--- config.mk ---
export PLATFORM = sky130hd
export DESIGN_NAME = axil_dma_csr_flat
export DESIGN_NICKNAME = d
export VERILOG_FILES = /design/src/rtl/axil_dma_csr_pkg.sv /design/src/rtl/axil_dma_csr_if.sv /design/src/rtl/axil_dma_csr.sv /design/src/flat_wrapper.sv
export SDC_FILE = /design/constraint.sdc
export NUM_CORES = 1
export LEC_CHECK = 0
export BUFFER_PORTS_ARGS = -buffer_cell sky130_fd_sc_hd__buf_4
export CAP_MARGIN = 20
export CORE_UTILIZATION = 52
export CTS_BUF_LIST = sky130_fd_sc_hd__clkbuf_2
export DETAILED_ROUTE_END_ITERATION = 10
export PLACE_DENSITY = 0.84
export SETUP_SLACK_MARGIN = 0.2
export SLEW_MARGIN = 20
export SYNTH_ARGS = -nofsm -noshare
export SYNTH_HDL_FRONTEND = slang
export SYNTH_SLANG_ARGS = --single-unit
--- constraint.sdc ---
create_clock -name clk -period 2 [get_ports clk]
set_clock_uncertainty 0.15 [all_clocks]
set_input_delay 0.2 -clock clk [delete_from_list [all_inputs] [get_ports clk]]
set_output_delay 0.2 -clock clk [all_outputs]
set_load 0.02 [all_outputs]
--- src/rtl/axil_dma_csr_pkg.sv ---
// Shared constants and types for the DMA control/status register block:
// register offsets, bit positions, response codes and the address decoder.
package dma_csr_pkg;

    localparam logic [5:0] OFF_CTRL   = 6'h00;
    localparam logic [5:0] OFF_STATUS = 6'h04;
    localparam logic [5:0] OFF_SRC    = 6'h08;
    localparam logic [5:0] OFF_DST    = 6'h0C;
    localparam logic [5:0] OFF_LEN    = 6'h10;
    localparam logic [5:0] OFF_ID     = 6'h14;

    localparam int CTRL_START    = 0;
    localparam int CTRL_IRQ_EN   = 1;
    localparam int STATUS_BUSY   = 0;
    localparam int STATUS_DONE   = 1;
    localparam int STATUS_ERR    = 2;

    localparam logic [31:0] ID_DEFAULT = 32'hD3A0_0100;

    typedef enum logic [1:0] {
        RESP_OKAY   = 2'b00,
        RESP_SLVERR = 2'b10
    } resp_e;

    typedef enum logic [2:0] {
        REG_CTRL,
        REG_STATUS,
        REG_SRC,
        REG_DST,
        REG_LEN,
        REG_ID,
        REG_NONE
    } reg_sel_e;

    // Any set address bit above [5] makes the access unmapped.
    function automatic reg_sel_e decode(input logic upper_zero, input logic [3:0] word);
        if (!upper_zero) return REG_NONE;
        case ({word, 2'b00})
            OFF_CTRL:   return REG_CTRL;
            OFF_STATUS: return REG_STATUS;
            OFF_SRC:    return REG_SRC;
            OFF_DST:    return REG_DST;
            OFF_LEN:    return REG_LEN;
            OFF_ID:     return REG_ID;
            default:    return REG_NONE;
        endcase
    endfunction

endpackage

--- src/rtl/axil_dma_csr_if.sv ---
// AXI4-Lite bus bundle with master and slave views.
interface axi_lite_if #(
    parameter int ADDR_WIDTH = 32,
    parameter int DATA_WIDTH = 32
);
    logic                    awvalid;
    logic                    awready;
    logic [ADDR_WIDTH-1:0]   awaddr;
    logic                    wvalid;
    logic                    wready;
    logic [DATA_WIDTH-1:0]   wdata;
    logic [DATA_WIDTH/8-1:0] wstrb;
    logic                    bvalid;
    logic                    bready;
    logic [1:0]              bresp;
    logic                    arvalid;
    logic                    arready;
    logic [ADDR_WIDTH-1:0]   araddr;
    logic                    rvalid;
    logic                    rready;
    logic [DATA_WIDTH-1:0]   rdata;
    logic [1:0]              rresp;

    modport master (
        output awvalid, awaddr, wvalid, wdata, wstrb, bready, arvalid, araddr, rready,
        input  awready, wready, bvalid, bresp, arready, rvalid, rdata, rresp
    );

    modport slave (
        input  awvalid, awaddr, wvalid, wdata, wstrb, bready, arvalid, araddr, rready,
        output awready, wready, bvalid, bresp, arready, rvalid, rdata, rresp
    );
endinterface

--- src/rtl/axil_dma_csr.sv ---
// AXI4-Lite responder for the DMA engine's control/status registers: start
// pulse, transfer descriptors, sticky done/error flags and a level interrupt.
module axil_dma_csr
    import dma_csr_pkg::*;
#(
    parameter int          ADDR_WIDTH = 32,
    parameter int          DATA_WIDTH = 32,
    parameter logic [31:0] ID_VALUE   = ID_DEFAULT
) (
    input  logic        clk,
    input  logic        rst_n,
    axi_lite_if.slave   axil,
    output logic        start_o,
    output logic [31:0] src_addr_o,
    output logic [31:0] dst_addr_o,
    output logic [31:0] len_o,
    input  logic        busy_i,
    input  logic        done_i,
    input  logic        err_i,
    output logic        irq_o
);

    logic                  aw_held;
    logic                  w_held;
    reg_sel_e              aw_sel;
    logic [DATA_WIDTH-1:0] w_data;
    logic                  irq_en;
    logic                  done;
    logic                  err;

    logic     aw_hs, w_hs, b_hs, ar_hs, r_hs, commit;
    logic     wr_ctrl, wr_status, wr_src, wr_dst, wr_len;
    logic     start_req, clr_done, clr_err;
    resp_e    wr_resp;
    resp_e    rd_resp;
    reg_sel_e rd_sel;
    logic [31:0] rd_data;

    // Sub-word address bits and byte strobes carry no meaning here.
    logic unused_bits;
    assign unused_bits = ^{axil.awaddr[1:0], axil.araddr[1:0], axil.wstrb};

    assign axil.awready = rst_n & ~aw_held & ~axil.bvalid;
    assign axil.wready  = rst_n & ~w_held & ~axil.bvalid;
    assign axil.arready = rst_n & ~axil.rvalid;

    assign aw_hs  = axil.awvalid & axil.awready;
    assign w_hs   = axil.wvalid & axil.wready;
    assign b_hs   = axil.bvalid & axil.bready;
    assign ar_hs  = axil.arvalid & axil.arready;
    assign r_hs   = axil.rvalid & axil.rready;
    assign commit = aw_held & w_held & ~axil.bvalid;

    always_comb begin
        // NOTE: every output gets a default first so no path can infer a latch.
        wr_ctrl   = 1'b0;
        wr_status = 1'b0;
        wr_src    = 1'b0;
        wr_dst    = 1'b0;
        wr_len    = 1'b0;
        wr_resp   = (aw_sel == REG_NONE) ? RESP_SLVERR : RESP_OKAY;
        if (commit) begin
            case (aw_sel)
                REG_CTRL:   wr_ctrl   = 1'b1;
                REG_STATUS: wr_status = 1'b1;
                REG_SRC:    wr_src    = 1'b1;
                REG_DST:    wr_dst    = 1'b1;
                REG_LEN:    wr_len    = 1'b1;
                default:    ;
            endcase
        end
        start_req = wr_ctrl & w_data[CTRL_START] & ~busy_i;
        clr_done  = wr_status & w_data[STATUS_DONE];
        clr_err   = wr_status & w_data[STATUS_ERR];
    end

    always_comb begin
        rd_sel  = decode(axil.araddr[ADDR_WIDTH-1:6] == '0, axil.araddr[5:2]);
        rd_data = '0;
        rd_resp = RESP_OKAY;
        case (rd_sel)
            REG_CTRL:   rd_data[CTRL_IRQ_EN] = irq_en;
            REG_STATUS: begin
                rd_data[STATUS_BUSY] = busy_i;
                rd_data[STATUS_DONE] = done;
                rd_data[STATUS_ERR]  = err;
            end
            REG_SRC:    rd_data = src_addr_o;
            REG_DST:    rd_data = dst_addr_o;
            REG_LEN:    rd_data = len_o;
            REG_ID:     rd_data = ID_VALUE;
            default:    rd_resp = RESP_SLVERR;
        endcase
    end

    always_ff @(posedge clk) begin
        if (!rst_n) begin
            // NOTE: state uses non-blocking assignments so every flop samples pre-edge values.
            aw_held     <= 1'b0;
            w_held      <= 1'b0;
            aw_sel      <= REG_NONE;
            w_data      <= '0;
            axil.bvalid <= 1'b0;
            axil.bresp  <= RESP_OKAY;
            axil.rvalid <= 1'b0;
            axil.rdata  <= '0;
            axil.rresp  <= RESP_OKAY;
            start_o     <= 1'b0;
            src_addr_o  <= '0;
            dst_addr_o  <= '0;
            len_o       <= '0;
            irq_en      <= 1'b0;
            done        <= 1'b0;
            err         <= 1'b0;
            irq_o       <= 1'b0;
        end else begin
            if (aw_hs) begin
                aw_held <= 1'b1;
                aw_sel  <= decode(axil.awaddr[ADDR_WIDTH-1:6] == '0, axil.awaddr[5:2]);
            end
            if (w_hs) begin
                w_held <= 1'b1;
                w_data <= axil.wdata;
            end

            if (commit) begin
                axil.bvalid <= 1'b1;
                axil.bresp  <= wr_resp;
            end else if (b_hs) begin
                axil.bvalid <= 1'b0;
                aw_held     <= 1'b0;
                w_held      <= 1'b0;
            end

            start_o <= start_req;
            if (wr_ctrl) irq_en     <= w_data[CTRL_IRQ_EN];
            if (wr_src)  src_addr_o <= w_data;
            if (wr_dst)  dst_addr_o <= w_data;
            if (wr_len)  len_o      <= w_data;

            // A core event in the same cycle as a W1C clear keeps the flag set.
            done  <= done_i | (done & ~clr_done);
            err   <= err_i  | (err  & ~clr_err);
            irq_o <= irq_en & (done | err);

            if (ar_hs) begin
                axil.rvalid <= 1'b1;
                axil.rdata  <= rd_data;
                axil.rresp  <= rd_resp;
            end else if (r_hs) begin
                axil.rvalid <= 1'b0;
            end
        end
    end

endmodule

--- src/flat_wrapper.sv ---
// flat-port wrapper written by rule: the top's interface ports become plain ports
module axil_dma_csr_flat import dma_csr_pkg::*;
#(
    parameter int          ADDR_WIDTH = 32,
    parameter int          DATA_WIDTH = 32,
    parameter logic [31:0] ID_VALUE   = ID_DEFAULT
)
  (clk, rst_n, start_o, src_addr_o, dst_addr_o, len_o, busy_i, done_i, err_i, irq_o, axil_awvalid, axil_awaddr, axil_wvalid, axil_wdata, axil_wstrb, axil_bready, axil_arvalid, axil_araddr, axil_rready, axil_awready, axil_wready, axil_bvalid, axil_bresp, axil_arready, axil_rvalid, axil_rdata, axil_rresp);
  axi_lite_if #(.ADDR_WIDTH(ADDR_WIDTH), .DATA_WIDTH(DATA_WIDTH)) axil_i ();
  input  logic clk;
  input  logic rst_n;
  output logic start_o;
  output logic [31:0] src_addr_o;
  output logic [31:0] dst_addr_o;
  output logic [31:0] len_o;
  input  logic busy_i;
  input  logic done_i;
  input  logic err_i;
  output logic irq_o;
  input wire logic [$bits(axil_i.awvalid)-1:0] axil_awvalid;
  input wire logic [$bits(axil_i.awaddr)-1:0] axil_awaddr;
  input wire logic [$bits(axil_i.wvalid)-1:0] axil_wvalid;
  input wire logic [$bits(axil_i.wdata)-1:0] axil_wdata;
  input wire logic [$bits(axil_i.wstrb)-1:0] axil_wstrb;
  input wire logic [$bits(axil_i.bready)-1:0] axil_bready;
  input wire logic [$bits(axil_i.arvalid)-1:0] axil_arvalid;
  input wire logic [$bits(axil_i.araddr)-1:0] axil_araddr;
  input wire logic [$bits(axil_i.rready)-1:0] axil_rready;
  output wire logic [$bits(axil_i.awready)-1:0] axil_awready;
  output wire logic [$bits(axil_i.wready)-1:0] axil_wready;
  output wire logic [$bits(axil_i.bvalid)-1:0] axil_bvalid;
  output wire logic [$bits(axil_i.bresp)-1:0] axil_bresp;
  output wire logic [$bits(axil_i.arready)-1:0] axil_arready;
  output wire logic [$bits(axil_i.rvalid)-1:0] axil_rvalid;
  output wire logic [$bits(axil_i.rdata)-1:0] axil_rdata;
  output wire logic [$bits(axil_i.rresp)-1:0] axil_rresp;
  assign axil_i.awvalid = axil_awvalid;
  assign axil_i.awaddr = axil_awaddr;
  assign axil_i.wvalid = axil_wvalid;
  assign axil_i.wdata = axil_wdata;
  assign axil_i.wstrb = axil_wstrb;
  assign axil_i.bready = axil_bready;
  assign axil_i.arvalid = axil_arvalid;
  assign axil_i.araddr = axil_araddr;
  assign axil_i.rready = axil_rready;
  assign axil_awready = axil_i.awready;
  assign axil_wready = axil_i.wready;
  assign axil_bvalid = axil_i.bvalid;
  assign axil_bresp = axil_i.bresp;
  assign axil_arready = axil_i.arready;
  assign axil_rvalid = axil_i.rvalid;
  assign axil_rdata = axil_i.rdata;
  assign axil_rresp = axil_i.rresp;
  axil_dma_csr #(.ADDR_WIDTH(ADDR_WIDTH), .DATA_WIDTH(DATA_WIDTH), .ID_VALUE(ID_VALUE)) u_core (.clk(clk), .rst_n(rst_n), .axil(axil_i), .start_o(start_o), .src_addr_o(src_addr_o), .dst_addr_o(dst_addr_o), .len_o(len_o), .busy_i(busy_i), .done_i(done_i), .err_i(err_i), .irq_o(irq_o));
endmodule
==> key figures <==
Status
  • Status: finished with violations
  • Failing checks: hold timing, setup timing

Logic synthesis
  • Post-Synth Simple-Gate Area: between 20% and 30%
  • Post-synth EDFFs: 0
  • Mux share of post-synthesis cell area: 2.47%
  • Register area share after synthesis: approximately 48%
  • Seq cells post-synth: 174
  • Post-Synth Adder-Cell Area: 0%
  • Synth warn: 0
  • Cell variety after synth: between 40 and 50
  • Netlist Area Pre-Place: roughly 0.0073 mm^2
  • Asr flop ratio synth: 0%
  • Top cell type's share of synthesized area: about 48%
  • Synth Area in Compound Gates: approximately a quarter
  • Syn Inst Count: between 800 and 900
  • Biggest area consumer among synthesized cells: dfxtp_1
  • Post-Synth XOR/XNOR Area: 0%
  • Syn Area/Cell: 8.61 um^2
  • Main synth FF type: dfxtp_1
  • Largest cells by area after synthesis: dfxtp_1, nand2_1, a21boi_0, a22o_1, a21boi_1
  • Largest family of logic cells by synthesized area: compound AO/OA/AOI/OAI gates

CTS
  • Clk slew on worst S/H paths: 0.25 ns
  • H-Tree Depth: 4
  • Root Buffer: clkbuf_2
  • Clock tree from TritonCTS: done
  • CTS Buf Count: 17
  • Worst-Skew Late Latency: between 0.7 and 0.8 ns
  • Clk sinks: roughly 170
  • Deepest clock path buffer count: 2

Finish
  • Most frequent cells in the layout: nand2_1, buf_4, dfxtp_1
  • Reg area: roughly 0.0035 mm^2
  • # nets final: around 1300
  • Area growth syn-to-layout: 52.1%
  • Final std cells w/o fill: between 1000 and 1500
  • Multi-input logic area: about 0.0036 mm^2
  • Commonest non-fill, non-tap cell in the layout: nand2_1
  • Share of layout cells above drive strength 1: 29.4%
  • Filler cells: about 790

Setup path
  • Critical Path RT: around 2.5 ns
  • Critical path origin: u_core.axil.bvalid
  • Critical Path End Type: flip-flop
  • RR Endpoint: u_core.src_addr_o[23]
  • Reg2Reg Depth: 7
  • RR Startpoint: u_core.axil.bvalid
  • Crit path cell chain: buf_4, and4bb_4, and3b_2, buf_6, buf_12, nand2_1, a21boi_0
  • R2R Setup Slk: -0.07 ns
  • Worst-path fanout max: 7
  • Worst path arrival time: approximately 2.6 ns
  • Crit path largest cell delay: 0.44 ns
  • Startpoint Class: flip-flop
  • Critical path's slowest cell: dfxtp_4
  • Worst Setup Path Type: flip-flop to flip-flop

Floorplan
  • FP Rows: 42
  • Total core area: between 0.01 and 0.015 mm^2
  • Die X: 120 um
  • Initial Util: between 50% and 60%
  • Die ar.: 0.0145 mm^2
  • Die H: approximately 120 um
  • I/O pins: 249

Timing
  • Worst rel slew slack: between 50% and 60%
  • Max frequency: between 400 and 500 MHz
  • Ratio of final minimum period to clock period: 103%
  • RSZ-0062 raised after global routing: true
  • Final slew viol count: 0
  • Setup TNS: -0.0693 ns
  • Final min period: ~2.1 ns
  • Setup violators final: 1
  • Slew at the pin with the worst max-slew slack: approximately 0.74 ns
  • Hold Slack: -0.0230 ns
  • Final Hold Fails: 1
  • Worst setup margin: -0.0693 ns

Route
  • Wirelength per Cell: approximately 22 um
  • # DRC: 0
  • Top sig layer: met5
  • Final wirelength: approximately 31 mm
  • 1st-pass router iterations: 6
  • DR WL met3: ~3.2 mm
  • Via count: about 8400
  • Via/cell ratio: 6.06
  • ANT nets after route: 0
  • Metal-1 WL: around 11 mm
  • WL met2: ~15 mm
  • Drt initial violations: around 1200

Worst hold path
  • Worst Hold Path Cells: 5
  • Worst Hold Launch: axil_araddr[14]
  • Worst Hold Class: input pin to flip-flop
  • Hold Path End: u_core.axil.rdata[1]

GRT
  • Number of global-route vias before repair: 7743
  • GRT Residual Overflow: 0
  • GRT Overall Usage: a little under two fifths
  • First-pass GRT wire length: 40.7 mm
  • Initial antenna violation count: 2
  • Largest net degree at the start of global routing: 83

Run
  • Max Cap Viol: 0

Power and ir drop
  • Leakage: ~4.5 nW
  • PD cells: between 500 and 600 mW/mm^2
  • Peak VDD IR: approximately 0.36 mV

Placed design
  • PortBufs: about 240
  • RePlAce Congestion: just under 0.9
  • Placed insts: roughly 1200
  • Hpwl dp: ~15 mm
-- critical path, delay by kind of cell (launching register included) --
kind | cells | cell delay, ns
AOI/OAI and AO/OA | 1 | 0.28
buffers and inverters | 3 | 0.39
DFF | 1 | 0.44
and+or+nand+nor | 3 | 0.70
-- area by class of cell --
| cell class | instances | share of cell area, % |
|---|---|---|
| Clock inverter | 12 | 1.31 |
| Sequential cell | 174 | 31.6 |
| Tap cell | 176 | 1.99 |
| Antenna cell | 1 | 0.0226 |
| Clock buffer | 20 | 0.904 |
| Timing Repair Buffer | 393 | 31.9 |
| Inverter | 4 | 0.136 |
| Multi-Input combinational cell | 603 | 32.2 |
-- worst max path at each step --
stage                       endpoint  slack, ns  cells after the start
6_report       u_core.src_addr_o[23]      -0.07                      7
5_1_grt        u_core.src_addr_o[23]       -0.1                      7
4_1_cts                  axil_wready       0.09                      2
3_5_place_dp   u_core.axil.rdata[13]   -0.00004                      5
3_3_place_gp    u_core.axil.rdata[9]       0.08                      5
2_1_floorplan       u_core.aw_sel[1]       0.20                      4
-- power by group --
part | internal, mW | switching, mW
sequential | 3.52 | 0.0519
clock | 0.699 | 1.21
combinational | 0.417 | 0.356
-- registers in the layout, summed over array words and instances, names as in the netlist, 3 cells and up --
register	count
u_core.axil.rdata	32
u_core.dst_addr_o	32
u_core.len_o	32
u_core.src_addr_o	32
u_core.w_data	32
u_core.aw_sel	3
-- routing by layer --
layer,up-vias,global-route usage (%)
met5,-,0
met4,2,21.9
met3,214,9.34
met2,700,62.1
met1,3868,41.8
li1,3601,-
-- Yosys cell counts (all sizes together) (4+ instances only) --
master and n:
and2 5, nor4 12, inv 4, nor3b 4, dfxtp 174, mux2i 18
nor2b 6, nand3 5, a22oi 14, nand2b 4, o21ai 29, clkbuf 22
o2bb2ai 6, nand3b 5, nor2 7, a21oi 8, buf 44, nand2 282
a22o 31, a21boi 131
-- cells by family (layout without fill, tap and decap cells) --
family / after synthesis / count (layout)
AOI/OAI and AO/OA: 233 / 233
muxes: 18 / 18
other: 1 / 3
DFF: 174 / 174
buffers and inverters: 70 / 429
and+or+nand+nor: 350 / 350
-- metrics by stage --
stage	hold WS, ns	cell area, um^2	utilization (%)	setup slack (ns)	power, mW
2_1_floorplan	0.127	7290	-	0.200	3.86
3_3_place_gp	0.243	9180	68.3	0.0791	4.11
3_5_place_dp	0.238	9180	68.3	-0.0000360	4.12
4_1_cts	-0.0403	10500	78.2	0.0880	6.12
5_1_grt	-0.0531	11100	82.3	-0.0970	6.43
6_report	-0.0230	11100	82.3	-0.0693	6.25
-- what timing repair did --
item / CTS / global route
hold endpoints to repair: 152 / 3
cloned: 0 / 11
hold buffers: 101 / 4
endpoints found under the setup margin: 5 / 133
pin swaps: 1 / 7
setup buffers: 5 / 12
gates resized for setup: 11 / 86
Note: power is estimated with default switching activity, not from simulation.
